**src/rtl/relay_sequencer.sv**
```systemverilog
// Sequences a DC precharge relay and an AC mains relay with settle, gap and
// hold-off timing, plus an e-stop interlock that forces both relays open.
module relay_sequencer #(
  parameter int unsigned DC_SETTLE_CYC = 1600000,
  parameter int unsigned AC_GAP_CYC    = 320000,
  parameter int unsigned MIN_OFF_CYC   = 3200000,
  parameter int unsigned TMR_W         = 24,
  parameter int unsigned BLINK_BIT     = 22
) (
  input  logic       clkPin106,
  input  logic       rstN,
  input  logic       reqDC,
  input  logic       reqAC,
  input  logic       faultN,
  output logic       relayDCOut,
  output logic       relayACOut,
  output logic       ledDCOut,
  output logic       ledACOut,
  output logic [2:0] stateOut
);

  localparam logic [2:0] S_OFF       = 3'd0;
  localparam logic [2:0] S_DC_SETTLE = 3'd1;
  localparam logic [2:0] S_DC_ON     = 3'd2;
  localparam logic [2:0] S_AC_ON     = 3'd3;
  localparam logic [2:0] S_AC_DROP   = 3'd4;
  localparam logic [2:0] S_HOLDOFF   = 3'd5;
  localparam logic [2:0] S_FAULT     = 3'd6;

  localparam int unsigned CNT_W = BLINK_BIT + 1;

  localparam logic [TMR_W-1:0] SETTLE_LOAD  = TMR_W'(DC_SETTLE_CYC - 1);
  localparam logic [TMR_W-1:0] GAP_LOAD     = TMR_W'(AC_GAP_CYC - 1);
  localparam logic [TMR_W-1:0] HOLDOFF_LOAD = TMR_W'(MIN_OFF_CYC - 1);

  logic             fault_meta;
  logic             fault_sync;
  logic             fault;
  logic [2:0]       state;
  logic [2:0]       state_next;
  logic [TMR_W-1:0] timer;
  logic [TMR_W-1:0] timer_next;
  logic             timer_done;
  logic [CNT_W-1:0] blink_cnt;
  logic [CNT_W-1:0] blink_cnt_next;
  logic             blink;
  logic             dc_next;
  logic             ac_next;
  logic             led_dc_next;
  logic             led_ac_next;

  // The e-stop is asynchronous; both flops idle high so reset means "no fault".
  always_ff @(posedge clkPin106 or negedge rstN) begin
    if (!rstN) begin
      fault_meta <= 1'b1;
      fault_sync <= 1'b1;
    end else begin
      // NOTE: non-blocking assignments make both flops sample on the same edge,
      // giving a true two-stage synchronizer rather than a single wire.
      fault_meta <= faultN;
      fault_sync <= fault_meta;
    end
  end

  assign fault          = ~fault_sync;
  assign timer_done     = (timer == '0);
  assign blink_cnt_next = blink_cnt + CNT_W'(1);
  assign blink          = blink_cnt_next[BLINK_BIT];

  always_comb begin
    // NOTE: defaulting the next state first keeps every path assigned, so no
    // latch is inferred for the cases that simply hold.
    state_next = state;
    if (fault) begin
      state_next = S_FAULT;
    end else begin
      case (state)
        S_OFF:       if (reqDC) state_next = S_DC_SETTLE;
        S_DC_SETTLE: begin
          if (!reqDC)          state_next = S_HOLDOFF;
          else if (timer_done) state_next = S_DC_ON;
        end
        S_DC_ON: begin
          if (!reqDC)     state_next = S_HOLDOFF;
          else if (reqAC) state_next = S_AC_ON;
        end
        S_AC_ON:     if (!reqAC || !reqDC) state_next = S_AC_DROP;
        S_AC_DROP:   if (timer_done) state_next = reqDC ? S_DC_ON : S_HOLDOFF;
        S_HOLDOFF:   if (timer_done) state_next = S_OFF;
        S_FAULT:     if (!reqDC && !reqAC) state_next = S_HOLDOFF;
        default:     state_next = S_FAULT;
      endcase
    end
  end

  // Timed states load N-1 on entry and leave on the cycle the timer reads 0.
  always_comb begin
    timer_next = timer;
    if (state_next != state) begin
      case (state_next)
        S_DC_SETTLE: timer_next = SETTLE_LOAD;
        S_AC_DROP:   timer_next = GAP_LOAD;
        S_HOLDOFF:   timer_next = HOLDOFF_LOAD;
        default:     timer_next = '0;
      endcase
    end else if (!timer_done) begin
      timer_next = timer - TMR_W'(1);
    end
  end

  always_comb begin
    dc_next     = 1'b0;
    ac_next     = 1'b0;
    led_dc_next = 1'b0;
    led_ac_next = 1'b0;
    case (state_next)
      S_DC_SETTLE: begin
        dc_next     = 1'b1;
        led_dc_next = blink;
      end
      S_DC_ON: begin
        dc_next     = 1'b1;
        led_dc_next = 1'b1;
      end
      S_AC_ON: begin
        dc_next     = 1'b1;
        ac_next     = 1'b1;
        led_dc_next = 1'b1;
        led_ac_next = 1'b1;
      end
      S_AC_DROP: begin
        dc_next     = 1'b1;
        led_dc_next = 1'b1;
        led_ac_next = blink;
      end
      S_FAULT: begin
        led_dc_next = blink;
        led_ac_next = blink;
      end
      default: ;
    endcase
  end

  // Outputs are decoded from the next state so relays move on the same edge
  // as the state register; reset drops them without any sequencing.
  always_ff @(posedge clkPin106 or negedge rstN) begin
    if (!rstN) begin
      state      <= S_OFF;
      timer      <= '0;
      blink_cnt  <= '0;
      relayDCOut <= 1'b0;
      relayACOut <= 1'b0;
      ledDCOut   <= 1'b0;
      ledACOut   <= 1'b0;
    end else begin
      state      <= state_next;
      timer      <= timer_next;
      blink_cnt  <= blink_cnt_next;
      relayDCOut <= dc_next;
      relayACOut <= ac_next;
      ledDCOut   <= led_dc_next;
      ledACOut   <= led_ac_next;
    end
  end

  assign stateOut = state;

endmodule

```
**config.mk**
```make
export PLATFORM = sky130hd
export DESIGN_NAME = relay_sequencer
export DESIGN_NICKNAME = d
export VERILOG_FILES = /design/src/rtl/relay_sequencer.sv
export SDC_FILE = /design/constraint.sdc
export NUM_CORES = 1
export LEC_CHECK = 0
export CORE_MARGIN = 5
export CORE_UTILIZATION = 50
export DETAILED_ROUTE_END_ITERATION = 10
export PLACE_DENSITY = 0.64
export SYNTH_ARGS = -nofsm -noshare
export SYNTH_HDL_FRONTEND = slang
export SYNTH_SLANG_ARGS = --single-unit
```
**constraint.sdc**
```tcl
create_clock -name clkPin106 -period 4.24 [get_ports clkPin106]
set_input_delay 0.848 -clock clkPin106 [delete_from_list [all_inputs] [get_ports clkPin106]]
set_output_delay 0.848 -clock clkPin106 [all_outputs]
set_load 0.1 [all_outputs]
```
=== Yosys cells after proc, flatten, opt, wreduce, memory -nomap -nowiden ===
Cells that the tools add are included.
Widths: inputs -> output; s select.

* Output and inout bits: 7
* Bits in latches: 0
* Register bits after elaboration: 56
* Word-level logic and storage cells: 54
* RAM bits: 0
* Input bits: 5
* Memory bits (read-only): 0
* Memories kept: 0

* $lt $le $gt $ge: 0
* Eq/ne operators: 14
* $mul: 0
* Bitwise logic cells: 0
* Shift-type cells: 0
* Div/mod/pow operators: 0
* $add $sub $neg: 2
* Mux-type cells: 19
* Reduce and logical (&&, ||, !) cells: 10

{| class="wikitable"
|+ Operator list
! kind !! number
|-
| $pmux 22 s3 || 1
|-
| $mux 24 || 2
|-
| $mux 3 || 11
|-
| $logic_not 24->1 || 1
|-
| $sub 24x1->24 const B || 1
|-
| $add 23x1->23 const B || 1
|-
| $pmux 3 s7 || 1
|-
| $eq 3x3->1 const B || 6
|-
| $eq 3x2->1 const B || 4
|-
| $eq 3x1->1 const B || 2
|-
| $pmux 1 s2 || 2
|-
| $reduce_or 2->1 || 2
|-
| $reduce_or 4->1 || 1
|-
| $logic_not 3->1 || 1
|-
| $ne 3x3->1 || 1
|-
| $reduce_or 3->1 || 1
|-
| $logic_not 1->1 || 2
|-
| $mux 1 || 2
|-
| $ne 2x1->1 const B || 1
|-
| $logic_and 1x1->1 || 1
|-
| $logic_or 1x1->1 || 1
|}

=== Depth between registers and ports, before layout ===
* Depth after elaboration: 8
* Depth in mapped cells: 10
* Gate-level depth less buffers: 9

=== Worst setup path before layout ===
No wires, ideal clock.

* Kind: flip-flop to flip-flop
* Start: register state[1] (netlist: stateOut[1])
* End: register timer[13]
* Required time: 4.107 ns
* Setup slack: 1.272 ns
* Period minus slack after synthesis: 2.968 ns
* Cell stages (with the launch flop): 9
* Data arrival time: 2.836 ns
* Path buffers: 2
* Setup time: 0.133 ns
* Cells stage by stage: dfrtp_1 > or4b_2 > a21oi_1 > a21oi_1 > a211oi_2 > or3_1 > clkbuf_2 > buf_6 > o22ai_1

* Word-level cells in the longest chain between the ends: 7
* Elaborated cells between the ends (all ways): 25
* Those cells by class: eq/ne: 11; mux: 13; reduce/logical: 1

{| class="wikitable"
|+ RTL lines
! item !! line !! source
|-
| from (decl) || 39 || <nowiki>logic [2:0] state;</nowiki>
|-
| from (signal assigned) || 156 || <nowiki>state <= state_next;</nowiki>
|-
| $mux 3, on equally long branches || 85, 81 ||
|-
| $mux 3, on equally long branches || 84, 80 ||
|-
| $pmux 3 s7 || 77 || <nowiki>case (state)</nowiki>
|-
| $mux 3 || 74 || <nowiki>if (fault) begin</nowiki>
|-
| $eq 3x3->1 or $eq 3x1->1 (tied branches) || 100 || <nowiki>case (state_next)</nowiki>
|-
| $pmux 22 s3 || 100 ||
|-
| $mux 24 || 99 || <nowiki>if (state_next != state) begin</nowiki>
|-
| to (signal assigned) || 157 || <nowiki>timer <= timer_next;</nowiki>
|-
| to (decl) || 41 || <nowiki>logic [TMR_W-1:0] timer;</nowiki>
|}

Several ways; a longest one is shown, not always the timed one.
A chain may end at the register's enable or synchronous reset.

=== Worst setup path after layout ===
* Start: input reqAC
* End: register timer[11]

* Word-level cells in the longest chain between the ends: 8
* Elaborated cells between the ends (all ways): 16
* Those cells by class: eq/ne: 5; mux: 8; reduce/logical: 3

{| class="wikitable"
|+ RTL lines
! item !! line !! source
|-
| from (decl) || 13 || <nowiki>input logic reqAC,</nowiki>
|-
| $logic_not 1->1 || 87, 90 ||
|-
| $logic_and 1x1->1 or $logic_or 1x1->1 (tied branches) || 90, 87 ||
|-
| $mux 3, on equally long branches || 90, 87 ||
|-
| $pmux 3 s7 * || 77 ||
|-
| $mux 3 * || 74 ||
|-
| $eq 3x3->1 or $eq 3x1->1 (tied branches) || 100 ||
|-
| $pmux 22 s3 || 100 ||
|-
| $mux 24 || 99 ||
|}

Mark *: on every way between the ends. The rest lies on a longest branch, timed or not.

==> metrics.md <==
| Metric | Value |
|---|---|
| Count of state elements after synthesis | `56` |
| Commonest cells after routing, fill and taps aside | `dfrtp_1 (54), xnor2_1 (34), nor2_1 (31)` |
| Number of flops mapped to enable cells by yosys | `0` |
| Reg2reg start | `timer[0]` |
| GPL Wtd Cong | `0.904` |
| Max-slew headroom | `0.342` |
| Max cap viols | `0` |
| R2R Path End | `ledDCOut` |
| Synthesis-to-finish area growth | `9.22%` |
| Met2 Usage GRT | `0.277` |
| Crit path max-delay family | `simple AND/OR/NAND/NOR gates` |
| Post-DRT Antenna Nets | `0` |
| Detailed placement HPWL | `4070 um` |
| Yosys warnings | `0` |
| Worst Hold Class | `flop to flop` |
| CP max stage delay | `0.71 ns` |
| Wire length per cell | `around 15 um` |
| Post-route cell area | `roughly 0.0033 mm2` |
| Pwr/cell area | `roughly 490 mW/mm2` |
| Number of H-tree levels | `2` |
| Tcrit/Tclk final | `0.789` |
| Input/output buffers | `11` |
| DIE AREA | `about 0.0077 mm2` |
| Peak supply drop | `0.224 mV` |
| Hold Fails Final Rpt | `0` |
| Post-cts sizing count | `0` |
| Io pins | `12` |
| TNS Setup | `0 ns` |
| Register area share after synthesis | `0.466` |
| Deepest clock path buffer count | `2` |
| GRT met3 Usage | `0.0348` |
| WL final | `5620 um` |
| CTS root buf | `clkbuf_8` |
| Min-Delay Path Depth | `0` |
| Max Clock Freq | `between 200 and 300 MHz` |
| Worst Tran Pin Value | `0.984 ns` |
| Core box area | `between 0.005 and 0.006 mm2` |
| Clk_lat worst skew | `0.31 ns` |
| Status | `finished clean` |
| Final setup fails | `0` |
| Vias in the first global route | `2116` |
| Worst-path clk slew | `0.10 ns` |
| # DRC | `0` |
| Initial Util | `0.512` |
| Final #Nets | `309` |
| Vias/cell | `approximately 5.7` |
| Total power | `1.60 mW` |
| Initial antenna violation count | `0` |
| Hold_buf cts | `0` |
| Met1 usage | `0.212` |
| Overall via count from detail_route | `about 2100` |
| Crit path max fanout | `16` |
| Placement Cell Area | `approximately 0.0032 mm2` |
| Synth Flop Type | `dfrtp_1` |
| Async set-reset flop share out of synthesis | `1.00` |
| LEAKAGE | `between 1 and 1.5 nW` |
| Antenna Cells | `0` |
| Largest net degree at the start of global routing | `36` |
| Sink Count | `56` |
| Mapped Area | `0.00301 mm2` |
| Most common cell after layout, fill and taps aside | `dfrtp_1` |
| Post-CTS setup buffers | `0` |
| First-pass GRT wire length | `9940 um` |
| Slowest stage cell, crit path | `or4b_2` |
| Cell count of the worst reg-to-reg path | `8` |
| GRT overflow | `0` |
| Mapped Nets | `300` |
| Library cells used by synthesis | `57` |
| DIE WIDTH | `87.6 um` |
| Row count | `28` |
| Final non-filler cell total | `377` |
| Grt peak-use layer | `met2` |
| Critical-path cell list | `clkdlybuf4s50_1 > or4b_2 > a21oi_1 > a21oi_1 > a211oi_2 > or3_1 > o22ai_1` |
| Worst path buffer plus inverter count | `1` |
| Clock skew | `0.0171 ns` |
| Min-delay src | `fault_meta` |
| Critical Path Sink Type | `flop` |
| Worst path required time | `4.40 ns` |
| Inst Count DP | `370` |
| Syn avg cell area | `10.3 um2` |
| R2r setup slk | `1.08 ns` |
| CTS tree | `yes` |
| Height of the chip | `87.6 um` |
| Total GRT Usage | `0.164` |
| Unrepaired setup endpoints after global routing | `no` |
| Fraction of layout cells with a size suffix above 1 | `0.116` |
| CP arrival | `3.51 ns` |
| TritonCTS Buffers | `5` |
| Hold Path End | `fault_sync` |
| 1st-iter DRT viols | `63` |
| Critical Path Most Common Cell | `a21oi_1` |
| WS Path Type | `primary input to flop` |
| Setup crit start kind | `primary input` |
| Fin crit period | `3.35 ns` |
| Mapped Cells | `293` |
| DRT Pass-1 Iters | `4` |
| Final Max Slew Viols | `0` |
[final cells by class]
type                    instances  area (um2)
clock buffers                   5        68.8
inverters                      10        40.0
multi-input cells             215        1500
well taps                      75        93.8
clock inverters                 2        60.1
flip-flops and latches         56        1400
repair buffers                 14         128
fillers                       522        2590
[cells by family (layout without fill, tap and decap cells)]
group / after synthesis / after routing / share of synthesized area
DFF: 56 / 56 / 0.466
and+or+nand+nor: 112 / 112 / 0.207
muxes: 1 / 1 / 0.00332
buffers and inverters: 22 / 31 / 0.0374
adders and majority gates: 2 / 2 / 0.00830
xor gates and xnor gates: 42 / 42 / 0.122
AOI/OAI and AO/OA: 58 / 58 / 0.156
[worst register-to-register path: stages (launching register included)]
cell and delay (ns):
dfrtp_1 0.41, inv_1 0.06, ha_1 0.19, or3b_2 0.52, or4_4 0.53, o31ai_4 0.25, o2111ai_2 0.45, xnor2_1 0.48
o221ai_2 0.15
[report_power, final]
| part | leakage (nW) | switching (mW) | internal (mW) |
|---|---|---|---|
| registers | 0.731 | 0.0803 | 0.615 |
| clock network | 0.0642 | 0.168 | 0.233 |
| logic | 0.566 | 0.293 | 0.209 |
| total | 1.36 | 0.542 | 1.06 |
[stage by stage]
step	util	hold WS, ns	setup slack, ns
after global placement	0.537	0.346	0.651
after global routing	0.559	0.377	0.726
final	0.559	0.368	0.894
after detailed placement	0.537	0.354	0.560
after floorplan	-	0.345	1.27
after CTS	0.559	0.368	0.898
[state kept, by name (all words and copies together) (netlist names)]
name	flops
timer	24
blink_cnt	23
stateOut	3
fault_meta	1
fault_sync	1
ledACOut	1
ledDCOut	1
relayACOut	1
relayDCOut	1
[routing by layer]
metal / up-vias / share of wire
met5: - / 0
met4: 0 / 0.015
met2: 27 / 0.48
met1: 1031 / 0.47
met3: 9 / 0.034
li1: 1065 / -
[cells in the mapped netlist, types with 3 or more instances]
cell	instances	area share
o22ai_1	5	0.010
dfrtp_1	54	0.45
nand3_1	8	0.013
clkbuf_1	5	0.0062
nand2_1	15	0.019
buf_2	3	0.0050
o21ai_1	12	0.020
inv_1	9	0.011
nor3_1	9	0.015
and3_1	5	0.010
o21ai_0	6	0.010
xor2_1	8	0.023
nand4_1	8	0.017
or2_2	5	0.010
nor2_1	31	0.039
or3_1	5	0.010
xnor2_1	34	0.099
nor4_1	6	0.012
o221ai_1	4	0.012
nor2b_1	5	0.010
a21oi_1	6	0.010
buf_6	3	0.011
[worst max-delay path by stage]
stage	startpoint	endpoint	slack (ns)	cells after the start
floorplan	stateOut[1]	timer[13]	1.27	8
global placement	reqAC	timer[11]	0.65	7
detailed placement	reqAC	timer[19]	0.56	7
global route	reqAC	timer[11]	0.73	7
CTS	reqAC	timer[13]	0.90	7
finish	reqAC	timer[11]	0.89	7
No activity file was read; power rests on OpenSTA's default activity.
